File: config.mk
export PLATFORM = sky130hd
export DESIGN_NAME = uart_reg_bridge_flat
export DESIGN_NICKNAME = d
export VERILOG_FILES = /design/src/rtl/uart_reg_bridge_if.sv /design/src/rtl/uart_reg_bridge.sv /design/src/flat_wrapper.sv
export SDC_FILE = /design/constraint.sdc
export NUM_CORES = 1
export LEC_CHECK = 0
export BUFFER_PORTS_ARGS = -buffer_cell sky130_fd_sc_hd__buf_2
export CAP_MARGIN = 15
export CORE_UTILIZATION = 52
export CTS_BUF_LIST = sky130_fd_sc_hd__clkbuf_4 sky130_fd_sc_hd__clkbuf_8
export CTS_CLUSTER_DIAMETER = 30
export DETAILED_ROUTE_END_ITERATION = 12
export HOLD_SLACK_MARGIN = 0.15
export PLACE_DENSITY = 0.82
export SYNTH_ARGS = -nofsm -noshare
export SYNTH_HDL_FRONTEND = slang
export SYNTH_SLANG_ARGS = --single-unit
export TNS_END_PERCENT = 1
File: constraint.sdc
create_clock -name i_clk -period 2.1 [get_ports i_clk]
set_clock_uncertainty 0.15 [all_clocks]
set_input_delay 0.42 -clock i_clk [delete_from_list [all_inputs] [get_ports i_clk]]
set_output_delay 0.42 -clock i_clk [all_outputs]
set_load 0.02 [all_outputs]
File: src/rtl/uart_reg_bridge_if.sv
// Bundle between the bridge and its surroundings: UART RX/TX queue ports and the
// req/ack register bus. master is the bridge side, slave the queue/bus side.
interface uart_reg_bridge_if #(
   parameter int ADDR_WIDTH = 8,
   parameter int REG_W      = 32
);
   logic                  deq_rxq;
   logic [7:0]            rxq_data;
   logic                  rxq_empty;
   logic                  enq_txq;
   logic [7:0]            txq_data;
   logic                  txq_full;
   logic                  reg_req;
   logic                  reg_we;
   logic [ADDR_WIDTH-1:0] reg_addr;
   logic [REG_W-1:0]      reg_wdata;
   logic [REG_W-1:0]      reg_rdata;
   logic                  reg_ack;

   modport master (
      output deq_rxq, enq_txq, txq_data, reg_req, reg_we, reg_addr, reg_wdata,
      input  rxq_data, rxq_empty, txq_full, reg_rdata, reg_ack
   );

   modport slave (
      input  deq_rxq, enq_txq, txq_data, reg_req, reg_we, reg_addr, reg_wdata,
      output rxq_data, rxq_empty, txq_full, reg_rdata, reg_ack
   );
endinterface

File: src/rtl/uart_reg_bridge.sv
// Command engine between the UART queues and the register bus: pops 'W'/'R'
// frames, runs one bus access, pushes 'K', read data or 'E' back to TX.
//
// state    | meaning
// IDLE     | waiting for an opcode byte (never times out)
// GET_ADDR | waiting for the address byte
// GET_DATA | collecting write data bytes, MSB first
// BUS      | request held until ack or timeout
// SEND     | shifting response bytes into the TX queue
module uart_reg_bridge #(
   parameter int ADDR_WIDTH     = 8,
   parameter int REG_BYTES      = 4,
   parameter int TIMEOUT_CYCLES = 1000000
) (
   input  logic               i_clk,
   input  logic               i_rst,
   uart_reg_bridge_if.master  bus,
   output logic               o_busy,
   output logic               o_err
);
   localparam int REG_W = 8 * REG_BYTES;
   localparam int CW    = $clog2(REG_BYTES + 1);
   localparam int TW    = $clog2(TIMEOUT_CYCLES + 1);

   localparam logic [7:0]       OP_W      = 8'h57;
   localparam logic [7:0]       OP_R      = 8'h52;
   localparam logic [CW-1:0]    CNT_ONE   = CW'(1);
   localparam logic [CW-1:0]    CNT_ALL   = CW'(REG_BYTES);
   localparam logic [CW-1:0]    LAST_BYTE = CW'(REG_BYTES - 1);
   localparam logic [TW-1:0]    TMO_LOAD  = TW'(TIMEOUT_CYCLES);
   localparam logic [REG_W-1:0] K_WORD    = REG_W'(8'h4B) << (REG_W - 8);
   localparam logic [REG_W-1:0] E_WORD    = REG_W'(8'h45) << (REG_W - 8);

   typedef enum logic [2:0] {
      S_IDLE, S_GET_ADDR, S_GET_DATA, S_BUS, S_SEND
   } state_t;

   state_t                state, state_nxt;
   logic                  is_wr, is_err;
   logic [ADDR_WIDTH-1:0] addr_q;
   logic [REG_W-1:0]      wdata_q, shift_q;
   logic [CW-1:0]         byte_cnt, send_cnt;
   logic [TW-1:0]         tmo_cnt;

   logic intake, pop, tmo_zero, rx_abort, push, known_op;

   assign intake   = (state == S_IDLE) || (state == S_GET_ADDR) || (state == S_GET_DATA);
   assign pop      = intake && !bus.rxq_empty;
   assign tmo_zero = (tmo_cnt == '0);
   assign rx_abort = ((state == S_GET_ADDR) || (state == S_GET_DATA)) && !pop && tmo_zero;
   assign push     = (state == S_SEND) && !bus.txq_full;
   assign known_op = (bus.rxq_data == OP_W) || (bus.rxq_data == OP_R);

   always_ff @(posedge i_clk) begin
      if (i_rst) state <= S_IDLE;
      else       state <= state_nxt;
   end

   always_comb begin
      state_nxt = state;
      case (state)
         S_IDLE:     if (pop) state_nxt = known_op ? S_GET_ADDR : S_SEND;
         S_GET_ADDR: if (pop)                             state_nxt = is_wr ? S_GET_DATA : S_BUS;
                     else if (rx_abort)                   state_nxt = S_IDLE;
         S_GET_DATA: if (pop && byte_cnt == LAST_BYTE)    state_nxt = S_BUS;
                     else if (rx_abort)                   state_nxt = S_IDLE;
         S_BUS:      if (bus.reg_ack || tmo_zero)         state_nxt = S_SEND;
         S_SEND:     if (push && send_cnt == CNT_ONE)     state_nxt = S_IDLE;
         default:    state_nxt = S_IDLE;
      endcase
   end

   // Every entry into BUS happens on a pop, so the pop reload also arms the bus timeout.
   always_ff @(posedge i_clk) begin
      if (i_rst) begin
         is_wr    <= 1'b0;
         is_err   <= 1'b0;
         addr_q   <= '0;
         wdata_q  <= '0;
         shift_q  <= '0;
         byte_cnt <= '0;
         send_cnt <= '0;
         tmo_cnt  <= '0;
      end else begin
         if (pop)
            tmo_cnt <= TMO_LOAD;
         else if (!intake && state == S_BUS && !tmo_zero)
            tmo_cnt <= tmo_cnt - TW'(1);
         else if ((state == S_GET_ADDR || state == S_GET_DATA) && !tmo_zero)
            tmo_cnt <= tmo_cnt - TW'(1);

         case (state)
            S_IDLE: if (pop) begin
               is_wr    <= (bus.rxq_data == OP_W);
               is_err   <= !known_op;
               byte_cnt <= '0;
               shift_q  <= E_WORD;
               send_cnt <= CNT_ONE;
            end
            S_GET_ADDR: if (pop) addr_q <= bus.rxq_data;
            S_GET_DATA: if (pop) begin
               wdata_q  <= (wdata_q << 8) | REG_W'(bus.rxq_data);
               byte_cnt <= byte_cnt + CNT_ONE;
            end
            S_BUS: if (bus.reg_ack) begin
               is_err   <= 1'b0;
               shift_q  <= is_wr ? K_WORD : bus.reg_rdata;
               send_cnt <= is_wr ? CNT_ONE : CNT_ALL;
            end else if (tmo_zero) begin
               is_err   <= 1'b1;
               shift_q  <= E_WORD;
               send_cnt <= CNT_ONE;
            end
            S_SEND: if (push) begin
               shift_q  <= shift_q << 8;
               send_cnt <= send_cnt - CNT_ONE;
            end
            default: ;
         endcase
      end
   end

   // Outputs are forced low while reset is asserted so nothing is popped or pushed mid-reset.
   always_comb begin
      bus.deq_rxq   = 1'b0;
      bus.enq_txq   = 1'b0;
      bus.txq_data  = '0;
      bus.reg_req   = 1'b0;
      bus.reg_we    = 1'b0;
      bus.reg_addr  = '0;
      bus.reg_wdata = '0;
      o_busy        = 1'b0;
      o_err         = 1'b0;
      if (!i_rst) begin
         bus.deq_rxq = pop;
         bus.enq_txq = push;
         o_busy      = (state != S_IDLE);
         o_err       = rx_abort || (push && is_err);
         if (state == S_SEND) bus.txq_data = shift_q[REG_W-1 -: 8];
         if (state == S_BUS) begin
            bus.reg_req  = 1'b1;
            bus.reg_we   = is_wr;
            bus.reg_addr = addr_q;
            if (is_wr) bus.reg_wdata = wdata_q;
         end
      end
   end
endmodule

File: src/flat_wrapper.sv
// flat-port wrapper written by rule: the top's interface ports become plain ports
module uart_reg_bridge_flat 
#(
   parameter int ADDR_WIDTH     = 8,
   parameter int REG_BYTES      = 4,
   parameter int TIMEOUT_CYCLES = 1000000
)
  (i_clk, i_rst, o_busy, o_err, bus_deq_rxq, bus_enq_txq, bus_txq_data, bus_reg_req, bus_reg_we, bus_reg_addr, bus_reg_wdata, bus_rxq_data, bus_rxq_empty, bus_txq_full, bus_reg_rdata, bus_reg_ack);
  uart_reg_bridge_if #(.ADDR_WIDTH(ADDR_WIDTH), .REG_W(32)) bus_i ();
  input  logic i_clk;
  input  logic i_rst;
  output logic o_busy;
  output logic o_err;
  output wire logic [$bits(bus_i.deq_rxq)-1:0] bus_deq_rxq;
  output wire logic [$bits(bus_i.enq_txq)-1:0] bus_enq_txq;
  output wire logic [$bits(bus_i.txq_data)-1:0] bus_txq_data;
  output wire logic [$bits(bus_i.reg_req)-1:0] bus_reg_req;
  output wire logic [$bits(bus_i.reg_we)-1:0] bus_reg_we;
  output wire logic [$bits(bus_i.reg_addr)-1:0] bus_reg_addr;
  output wire logic [$bits(bus_i.reg_wdata)-1:0] bus_reg_wdata;
  input wire logic [$bits(bus_i.rxq_data)-1:0] bus_rxq_data;
  input wire logic [$bits(bus_i.rxq_empty)-1:0] bus_rxq_empty;
  input wire logic [$bits(bus_i.txq_full)-1:0] bus_txq_full;
  input wire logic [$bits(bus_i.reg_rdata)-1:0] bus_reg_rdata;
  input wire logic [$bits(bus_i.reg_ack)-1:0] bus_reg_ack;
  assign bus_deq_rxq = bus_i.deq_rxq;
  assign bus_enq_txq = bus_i.enq_txq;
  assign bus_txq_data = bus_i.txq_data;
  assign bus_reg_req = bus_i.reg_req;
  assign bus_reg_we = bus_i.reg_we;
  assign bus_reg_addr = bus_i.reg_addr;
  assign bus_reg_wdata = bus_i.reg_wdata;
  assign bus_i.rxq_data = bus_rxq_data;
  assign bus_i.rxq_empty = bus_rxq_empty;
  assign bus_i.txq_full = bus_txq_full;
  assign bus_i.reg_rdata = bus_reg_rdata;
  assign bus_i.reg_ack = bus_reg_ack;
  uart_reg_bridge #(.ADDR_WIDTH(ADDR_WIDTH), .REG_BYTES(REG_BYTES), .TIMEOUT_CYCLES(TIMEOUT_CYCLES)) u_core (.i_clk(i_clk), .i_rst(i_rst), .bus(bus_i), .o_busy(o_busy), .o_err(o_err));
endmodule
==> results.py, run 1 <==
metrics = {
    "grt": {
        "grt_pass1_vias": 4692,
        "grt_pass1_wl_um": 21560,
        "grt_use_total_pct": 26.86,
        "grt_max_degree": 61,
        "antenna_found_initial": 0,
        "grt_overflow": 0,
    },
    "clock_network": {
        "clock_sinks": 103,
        "cts.path.max_buffers": 2,
        "ctsRootBufferMaster": "clkbuf_8",
        "cts_tree": "done",
        "clkLatencyLatePin_ns": 0.37,
        "htree_levels": 3,
        "cts_buffers": 9,
        "path_clk_slew_ns": 0.11,
    },
    "floorplan": {
        "die_w_um": 100.2,
        "row_count": 35,
        "dieArea_um2": 10040,
        "core-area_um2": 9284,
        "start_util_pct": 54.02,
        "fp.dieH_um": 100.2,
        "num_io_pins": 99,
    },
    "timing": {
        "slew_viol_final": 0,
        "fin_ws_ns": -0.2711,
        "setup_viol": 74,
        "slew_headroom_pct": 53.38,
        "fin_hold_ws_ns": 0.1580,
        "rsz0062_at_grt": "yes",
        "worstMarginPinSlew_ns": 0.6993,
        "final_hold_viol_count": 0,
        "period_needed_ns": 2.371,
        "fmax_ghz": 0.4217,
        "period_share_pct": 112.9,
        "fin_setup_tns_ns": -6.195,
    },
    "setup_path": {
        "worstReg2RegEnd": "u_core.tmo_cnt[16]$_SDFFE_PP0P_",
        "crit_chain": "or3b_1 > buf_4 > nor3_4 > a22o_1 > buf_6",
        "crit_path_end_kind": "primary output",
        "critPathKind": "reg -> out",
        "slowest_stage": "or3b_1",
        "cp_max_fo": 7,
        "critical_path_arrival_ns": 1.80,
        "r2r-start": "u_core.tmo_cnt[1]$_SDFFE_PP0P_",
        "r2r_cells": 10,
        "critPathRequiredTime_ns": 1.53,
        "cpPeakStageDelay_ns": 0.42,
        "reg2reg_slack_ns": -0.11,
        "worstSetupStartpointType": "register",
    },
    "synth": {
        "synth-seq-cells": 103,
        "synth_most_common_cell": "dfxtp_1",
        "synth.net_count": 663,
        "synth_top_flop_cell": "dfxtp_1",
        "ys.warnings.count": 0,
        "yosysTopAreaCell": "dfxtp_1",
        "synth-edff-count": 0,
        "synth.distinct_cells": 58,
        "synth_common_cells": "103 x dfxtp_1, 101 x nand2_1, 61 x a21oi_1, 61 x nor2_1",
        "yosysTopAreaCellShare_pct": 41.12,
        "synthesis.area_um2": 5015,
        "syn_avg_cell_area_um2": 8.194,
        "synthArstFlopShare_pct": 0,
        "syn-instance-count": 612,
        "synth_seq_area_share_pct": 41.12,
        "synth_area_leaders": "dfxtp_1 41%, nand2_1 7.6%, a21oi_1 6.1%",
    },
    "detailed_routing": {
        "wirelength_um": 13570,
        "vias": 4985,
        "drtIter0Drc": 264,
        "drc": 0,
        "first_pass_iters": 5,
        "viasPerCell": 5.710,
        "postRouteAntennaNets": 0,
        "wire_per_inst_um": 15.55,
    },
    "place": {
        "gp_congestion": 0.9641,
        "placed_area_um2": 5934,
        "place_worst_setup_slack_ns": -0.1721,
        "dp_hpwl_um": 9089,
        "portBuffers": 98,
    },
    "cells_and_area": {
        "regArea_um2": 2077,
        "multi_input_area_um2": 2830,
        "antenna_cells": 0,
        "fin_area_um2": 6535,
        "fillers": 708,
        "area_delta_synth_final_pct": 30.31,
        "layout-drive-gt1-share_pct": 31.59,
        "finalNetCount": 790,
    },
    "job": {
        "cap_violations": 0,
    },
    "run_status": {
        "violations": "negative setup slack",
        "status": "complete, but fails checks",
    },
    "min_path": {
        "min-delay-start": "bus_rxq_data[7]",
        "holdPathEnd": "u_core.wdata_q[7]$_SDFFE_PP0P_",
        "hp-class": "in -> reg",
        "min_path_cells": 3,
    },
    "power": {
        "power_density_nw_per_um2": 588.5,
        "totalPowerFinal_uw": 3846,
        "peakVddDrop_v": 0.0003325,
        "p_leak_uw": 0.002694,
    },
}
per-stage QoR:
stage          std cells  util (%)
6_report             873     70.39
5_1_grt              873     70.39
4_1_cts              870     69.43
3_5_place_dp         842     63.92
3_3_place_gp         842     63.92
2_1_floorplan        612         -
placed cells by master, fill, tap and decap left out, types with 7 or more instances in the layout:
cell type      instances
clkbuf_8               9
xnor2_1                7
a22oi_1               21
a211oi_2              21
and2_1                 9
a21oi_1               61
nor2_1                57
and3_1                38
buf_2                 48
o21ai_1                7
buf_4                 99
dlygate4sd3_1          9
inv_1                  8
xor2_1                11
dfxtp_1               97
nand2_1               99
o21ai_0               10
nor3_1                 9
o211ai_1               7
final cells by class:
class / instances / share of cell area [%]
clock inverters: 7 / 1.015
inverters: 10 / 0.5744
repair buffers: 166 / 18.95
multi-input cells: 449 / 43.31
flip-flops and latches: 103 / 31.78
well taps: 129 / 2.470
clock buffers: 9 / 1.895
state kept, by name, summed over array words and instances (netlist names):
register,cells
u_core.tmo_cnt,20
u_core.addr_q,8
u_core.send_cnt,3
u_core.shift_q,32
u_core.wdata_q,32
u_core.byte_cnt,3
u_core.is_err,1
u_core.state,3
u_core.is_wr,1
worst max path at each step:
| stage | startpoint | to | slack [ns] |
|---|---|---|---|
| 2_1_floorplan | bus_rxq_empty | u_core.shift_q[30]$_SDFFE_PP0P_ | -0.12 |
| 3_3_place_gp | u_core.tmo_cnt[0]$_SDFFE_PP0P_ | o_err | -0.05 |
| 3_5_place_dp | u_core.tmo_cnt[1]$_SDFFE_PP0P_ | u_core.shift_q[11]$_SDFFE_PP0P_ | -0.17 |
| 4_1_cts | u_core.tmo_cnt[1]$_SDFFE_PP0P_ | o_err | -0.31 |
| 5_1_grt | u_core.tmo_cnt[1]$_SDFFE_PP0P_ | o_err | -0.35 |
| 6_report | u_core.state[0]$_SDFFE_PP0P_ | o_err | -0.27 |
cells by family after synthesis:
| family | Yosys count | share of synthesized area (%) |
|---|---|---|
| AND/OR/NAND/NOR | 266 | 26.02 |
| XOR/XNOR | 18 | 3.144 |
| adder cells (fa/ha/maj) | 6 | 1.497 |
| flip-flops | 103 | 41.12 |
| buffers and inverters | 60 | 5.189 |
| AO/OA/AOI/OAI | 156 | 22.41 |
| multiplexers | 3 | 0.6238 |
what timing repair did:
action | CTS | global route
gates resized for setup | 73 | 25
hold buffers | 9 | 0
buffers inserted | 3 | 3
hold endpoints to repair | 8 | 0
pin swaps | 6 | 10
setup endpoints to repair | 84 | 91
gates cloned | 0 | 0
report_power, final:
| part | switching (µW) | internal, µW | total [µW] |
|---|---|---|---|
| combinational | 323 | 249 | 572 |
| sequential | 52.0 | 2020 | 2070 |
| clock | 747 | 458 | 1200 |
critical path, delay by kind of cell (launching register included):
kind	cells	cell delay (ns)
and+or+nand+nor	2	0.56
buffers and inverters	2	0.30
DFF	1	0.39
AOI/OAI and AO/OA	1	0.19
per-layer routing:
layer  GRT usage [%]  wire [µm]  vias up
li1                -          -     2418
met1           31.83       5577     2369
met2           47.68       6956      163
met3           3.760        665       35
met4           12.93        374        0
met5               0          0        -
(Power assumes the default switching activity.)
==> run 2: changes to the inputs <==
Settings changed: ABC_AREA from default to 1.
==> run 2 against run 1 <==
Net effect:
- the run still ends with negative setup slack left
- critical path depth is 5 higher
- hold slack better by 0.030 ns
- die area is 3.4% higher
- critical path type unchanged
- highest routed layer unchanged
==> results.py, run 2 <==
metrics = {
    "run_status": {
        "status": "complete, but fails checks",
        "violations": "negative setup slack",
    },
    "cells_and_area": {
        "layout-drive-gt1-share_pct": 26.30,
        "final_cell_mix": "171 x nand2_1, 120 x nor2_1, 100 x dfxtp_1",
        "fillers": 818,
        "multi_input_area_um2": 2853,
        "final_cells": 1038,
        "fin_util_pct": 68.98,
        "final_common_cell": "nand2_1",
        "area_delta_synth_final_pct": 29.28,
        "regArea_um2": 2068,
        "antenna_cells": 0,
        "reg_top3": "u_core.shift_q x32, u_core.wdata_q x32, u_core.tmo_cnt x20",
        "finalNetCount": 951,
    },
    "timing": {
        "fin_ws_ns": -0.2091,
        "final_hold_viol_count": 0,
        "period_needed_ns": 2.309,
        "fin_setup_tns_ns": -7.396,
        "worstMarginPinSlew_ns": 0.4372,
        "rsz0062_at_grt": "yes",
        "slew_viol_final": 0,
        "setup_viol": 41,
        "fmax_ghz": 0.4331,
        "slew_headroom_pct": 70.67,
        "period_share_pct": 110.0,
    },
    "synth": {
        "synth-seq-cells": 103,
        "syn_avg_cell_area_um2": 6.571,
        "synthArstFlopShare_pct": 0,
        "ys.warnings.count": 0,
        "yosysTopAreaCellShare_pct": 39.72,
        "synth-edff-count": 0,
        "synthesis.area_um2": 5191,
        "synth.net_count": 841,
        "synth_top_flop_cell": "dfxtp_1",
        "syn-instance-count": 790,
        "synth_seq_area_share_pct": 39.72,
        "synth_area_leaders": "dfxtp_1 40%, nand2_1 12%, nor2_1 12%",
        "synth_common_cells": "172 x nand2_1, 161 x nor2_1, 103 x dfxtp_1, 68 x o21ai_0, 67 x inv_1",
        "yosysTopAreaCell": "dfxtp_1",
        "synth.distinct_cells": 29,
        "synth_most_common_cell": "nand2_1",
    },
    "setup_path": {
        "crit_chain": "nand2_4 > nor2_4 > inv_4 > nor2_4 > inv_2 > nor2_4 > inv_4 > buf_12 > nor2_4 > buf_6",
        "crit_path_end_kind": "primary output",
        "critical_path_arrival_ns": 1.74,
        "critPathKind": "reg -> out",
        "cpPeakStageDelay_ns": 0.39,
        "critPathRequiredTime_ns": 1.53,
        "crit_path_frequent_cell": "nor2_4",
        "reg2reg_slack_ns": 0.09,
        "worstSetupStartpointType": "register",
        "cp_max_fo": 16,
        "r2r-start": "u_core.state[1]$_SDFFE_PP0P_",
        "r2r_cells": 12,
        "slowest_stage": "dfxtp_2",
        "worstReg2RegEnd": "u_core.send_cnt[0]$_SDFFE_PP0P_",
    },
    "detailed_routing": {
        "postRouteAntennaNets": 0,
        "first_pass_iters": 5,
        "drtIter0Drc": 267,
        "viasPerCell": 5.078,
        "wire_per_inst_um": 12.97,
        "drc": 0,
        "wirelength_um": 13460,
        "vias": 5271,
    },
    "min_path": {
        "hp-class": "in -> reg",
        "min_path_cells": 3,
        "holdPathEnd": "u_core.addr_q[1]$_SDFFE_PP0P_",
        "min-delay-start": "bus_rxq_data[1]",
    },
    "floorplan": {
        "fp.dieH_um": 101.9,
        "num_io_pins": 99,
        "start_util_pct": 53.36,
        "row_count": 36,
        "core-area_um2": 9729,
        "dieArea_um2": 10390,
        "die_w_um": 101.9,
    },
    "power": {
        "power_density_nw_per_um2": 701.2,
        "seqPwrFrac_pct": 46.2,
        "p_clk_share_pct": 31.2,
        "internal_power_uw": 3184,
        "p_sw_share_pct": 32.35,
        "peakVddDrop_v": 0.0004823,
        "p_leak_uw": 0.002899,
        "switchingPower_uw": 1522,
        "totalPowerFinal_uw": 4706,
        "comb_power_share_pct": 22.6,
    },
    "grt": {
        "grt_pass1_wl_um": 20730,
        "antenna_found_initial": 0,
        "grt_pass1_vias": 4656,
        "grt_overflow": 0,
        "grt_max_degree": 66,
        "grt_use_total_pct": 25.09,
    },
    "place": {
        "portBuffers": 98,
        "gp_congestion": 0.9345,
        "dp_hpwl_um": 8739,
        "dp.cells": 1006,
    },
    "clock_network": {
        "path_clk_slew_ns": 0.10,
        "cts_tree": "done",
        "ctsRootBufferMaster": "clkbuf_8",
        "clkLatencyLatePin_ns": 0.38,
        "htree_levels": 3,
        "cts_buffers": 9,
        "clock_sinks": 103,
        "cts.path.max_buffers": 2,
    },
    "job": {
        "cap_violations": 0,
    },
}
run 2: cell count changes after synthesis, moves of 21 or more:
cell,previous run,this run
nand2_1,101,172
and3_1,40,0
a211oi_2,21,0
inv_1,10,67
o21ai_0,18,68
nand3_1,2,30
nor2_1,61,161
a22oi_1,21,0
clkbuf_1,40,12
run 2: through the flow:
stage	hold WS (ns)	area, µm²	setup WS [ns]
global route	0.1859	6711	-0.3188
finish	0.1883	6711	-0.2091
CTS	0.1527	6441	-0.2120
global placement	0.2829	5992	0.1128
detailed placement	0.2960	5992	0.1030
floorplan	0.2745	5329	-0.03306
run 2: worst max-delay path: cells and delay by family, from the launching register on:
kind	cells	cell delay [ns]
and+or+nand+nor	5	0.50
buffers and inverters	5	0.48
DFF	1	0.39
run 2: cell families (layout without fill, tap and decap cells):
kind of cell               Yosys count  in the layout  share of synthesized area [%]
adders and majority gates            6              6                          1.446
and+or+nand+nor                    402            402                          32.22
buffers and inverters              116            231                          9.593
DFF                                103            103                          39.72
AOI/OAI and AO/OA                  153            153                          15.33
xor gates and xnor gates            10             10                          1.687
run 2: cell type report:
| type | instances | area share [%] |
|---|---|---|
| clock buffers | 9 | 1.846 |
| repair buffers | 138 | 16.18 |
| flip-flops and latches | 103 | 30.82 |
| well taps | 133 | 2.479 |
| multi-input cells | 571 | 42.51 |
| clock inverters | 7 | 1.696 |
| inverters | 77 | 4.474 |
run 2: worst max path at each step:
stage | startpoint | to | slack (ns)
5_1_grt | u_core.state[0]$_SDFFE_PP0P_ | bus_reg_wdata[30] | -0.32
3_5_place_dp | bus_rxq_empty | o_err | 0.10
2_1_floorplan | i_rst | bus_txq_data[0] | -0.03
6_report | u_core.state[0]$_SDFFE_PP0P_ | bus_reg_wdata[6] | -0.21
4_1_cts | u_core.state[1]$_SDFFE_PP0P_ | bus_reg_wdata[31] | -0.21
3_3_place_gp | i_rst | bus_txq_data[1] | 0.11
run 2: per-layer routing:
metal | global-route usage (%) | vias up | part of all wire, %
li1 | - | 2710 | -
met3 | 4.514 | 24 | 3.7
met5 | 0 | - | 0
met4 | 9.890 | 0 | 1.9
met2 | 42.83 | 131 | 50
met1 | 31.50 | 2406 | 44
run 2: power groups by stage:
stage          Sequential (µW)  Clock, µW  Combinational, µW
2_1_floorplan             2190          0                742
3_3_place_gp              2210          0                945
3_5_place_dp              2210          0                960
4_1_cts                   2170       1480                981
5_1_grt                   2190       1550               1190
6_report                  2170       1470               1060
run 2: timing repair:
item                                   in CTS  in global routing
resized for setup                          50                 58
buffers inserted                            1                  5
setup endpoints to repair                  51                 69
pin swaps                                   0                  1
hold buffers                                7                  1
gates cloned                                0                  2
endpoints found under the hold margin       7                  1
==> run 3: changes to the inputs <==
--- a/constraint.sdc
+++ b/constraint.sdc
@@ -4,2 +4,2 @@
 set_output_delay 0.42 -clock i_clk [all_outputs]
-set_load 0.02 [all_outputs]
+set_load 0.05 [all_outputs]
==> run 3 against run 2 <==
Net effect:
- the run still ends with negative setup slack left
- clock power down 8%
- fmax down 1.3%
- critical path depth down 1
- cell count up 0.39%
- largest power group unchanged
- sequential power about the same
==> results.py, run 3 (same netlist as run 2, synthesis figures left out) <==
metrics = {
    "setup_path": {
        "cpPeakStageDelay_ns": 0.40,
        "cp_max_fo": 12,
        "worstReg2RegEnd": "u_core.send_cnt[0]$_SDFFE_PP0P_",
        "worstSetupStartpointType": "register",
        "crit_path_frequent_cell": "nor2_4",
        "r2r_cells": 12,
        "cp_top_family": "buffers and inverters",
        "critPathBufInv": 5,
        "slowest_stage": "dfxtp_2",
        "critPathRequiredTime_ns": 1.53,
        "crit_chain": "nor2_4 > inv_4 > nor2_4 > inv_2 > nor2_4 > inv_4 > buf_12 > nor2_2 > buf_6",
        "critPathKind": "reg -> out",
        "r2r-start": "u_core.state[0]$_SDFFE_PP0P_",
        "reg2reg_slack_ns": 0.12,
        "path_depth": 9,
        "crit_path_end_kind": "primary output",
        "critical_path_arrival_ns": 1.77,
    },
    "power": {
        "peakVddDrop_v": 0.0003977,
        "power_density_nw_per_um2": 653.3,
        "p_leak_uw": 0.002953,
    },
    "min_path": {
        "holdPathEnd": "u_core.addr_q[6]$_SDFFE_PP0P_",
        "hp-class": "in -> reg",
        "min_path_cells": 3,
        "min-delay-start": "bus_rxq_data[6]",
    },
    "detailed_routing": {
        "vias": 5338,
        "wire_per_inst_um": 13.11,
        "viasPerCell": 5.123,
        "first_pass_iters": 5,
        "postRouteAntennaNets": 0,
        "drtIter0Drc": 249,
        "drc": 0,
        "wirelength_um": 13660,
    },
    "floorplan": {
        "start_util_pct": 53.36,
        "die_w_um": 101.9,
        "dieArea_um2": 10390,
        "row_count": 36,
        "num_io_pins": 99,
        "fp.dieH_um": 101.9,
        "core-area_um2": 9729,
    },
    "grt": {
        "grt_max_degree": 66,
        "grt_use_met2_pct": 46.41,
        "met1_usage_pct": 33.18,
        "grt_pass1_wl_um": 22230,
        "grt_use_total_pct": 26.98,
        "grt_overflow": 0,
        "antenna_found_initial": 0,
        "gr-max-usage-layer": "met2",
        "grt_pass1_vias": 4858,
        "use_met3_pct": 4.925,
    },
    "cells_and_area": {
        "fillers": 791,
        "fin_util_pct": 71.95,
        "reg_top3": "u_core.shift_q x32, u_core.wdata_q x32, u_core.tmo_cnt x20",
        "layout-drive-gt1-share_pct": 27.61,
        "final_common_cell": "nand2_1",
        "regArea_um2": 2071,
        "antenna_cells": 0,
        "area_delta_synth_final_pct": 34.85,
        "multi_input_area_um2": 2953,
        "finalNetCount": 955,
        "final_cell_mix": "171 x nand2_1, 114 x nor2_1, 98 x dfxtp_1",
    },
    "clock_network": {
        "cts_tree": "done",
        "htree_levels": 3,
        "cts.path.max_buffers": 2,
        "clock_sinks": 103,
        "cts_buffers": 9,
        "clkLatencyLatePin_ns": 0.38,
        "ctsRootBufferMaster": "clkbuf_8",
        "path_clk_slew_ns": 0.11,
    },
    "timing": {
        "fin_setup_tns_ns": -7.411,
        "setup_viol": 48,
        "period_needed_ns": 2.339,
        "fin_ws_ns": -0.2386,
        "slew_viol_final": 0,
        "period_share_pct": 111.4,
        "slew_headroom_pct": 72.34,
        "final_hold_viol_count": 0,
        "rsz0062_at_grt": "yes",
        "fmax_ghz": 0.4276,
        "worstMarginPinSlew_ns": 0.4143,
    },
    "place": {
        "place_worst_setup_slack_ns": 0.02310,
        "dp_hpwl_um": 8913,
        "portBuffers": 98,
        "gp_congestion": 0.9164,
    },
    "run_status": {
        "status": "complete, but fails checks",
        "violations": "negative setup slack",
    },
    "job": {
        "cap_violations": 0,
    },
}
run 3: what timing repair did:
| action | 4_1_cts | 5_1_grt |
|---|---|---|
| buffers inserted | 6 | 1 |
| pin swaps | 13 | 6 |
| setup endpoints to repair | 52 | 77 |
| hold buffers | 9 | 0 |
| gates cloned | 1 | 0 |
| resized for setup | 116 | 28 |
| endpoints found under the hold margin | 9 | 0 |
run 3: stage by stage:
stage               instances  area, µm²  hold WS (ns)  total power [µW]
floorplan                 790       5494        0.2745              2964
detailed placement       1009       6175        0.2897              3197
CTS                      1041       6900        0.1853              4565
global route             1042       7000        0.2052              4809
global placement         1009       6175        0.2854              3172
finish                   1042       7000        0.1950              4574
run 3: area by class of cell:
| type | instances | share of cell area, % |
|---|---|---|
| inverters | 77 | 4.272 |
| flip-flops and latches | 103 | 29.58 |
| clock buffers | 9 | 1.769 |
| well taps | 133 | 2.377 |
| clock inverters | 7 | 1.269 |
| multi-input cells | 571 | 42.18 |
| repair buffers | 142 | 18.55 |
run 3: worst register-to-register path, stage by stage (launching register included):
cell	delay [ns]
dfxtp_2	0.35
buf_4	0.14
inv_4	0.07
nand2_4	0.08
nor2_4	0.15
inv_2	0.07
nand2_2	0.07
nand2_1	0.07
nand2_2	0.08
nand2_4	0.12
inv_2	0.35
nand2_1	0.10
a21oi_1	0.13
run 3: metal layers:
metal / vias to the layer above / part of all wire, % / wire length (µm)
met5: - / 0 / 0
met4: 0 / 3.2 / 432
met3: 37 / 4.6 / 631
met2: 177 / 50 / 6826
met1: 2408 / 42 / 5765
li1: 2716 / - / -
run 3: power by group:
part / total (µW) / internal, µW / switching, µW / leakage (µW)
Combinational: 1050 / 381 / 670 / 0.00200
Sequential: 2170 / 2080 / 92.0 / 0.000840
Clock: 1350 / 581 / 767 / 0.000109
run 3: worst max path at each step:
stage,from,end,slack [ns]
after floorplan,u_core.state[1]$_SDFFE_PP0P_,bus_reg_wdata[10],-0.41
after global placement,u_core.state[1]$_SDFFE_PP0P_,bus_reg_wdata[21],0.05
after detailed placement,u_core.state[1]$_SDFFE_PP0P_,bus_reg_wdata[10],0.02
after CTS,u_core.state[0]$_SDFFE_PP0P_,bus_reg_wdata[31],-0.23
after global routing,u_core.state[1]$_SDFFE_PP0P_,o_err,-0.30
final,u_core.state[2]$_SDFFE_PP0P_,bus_reg_wdata[31],-0.24
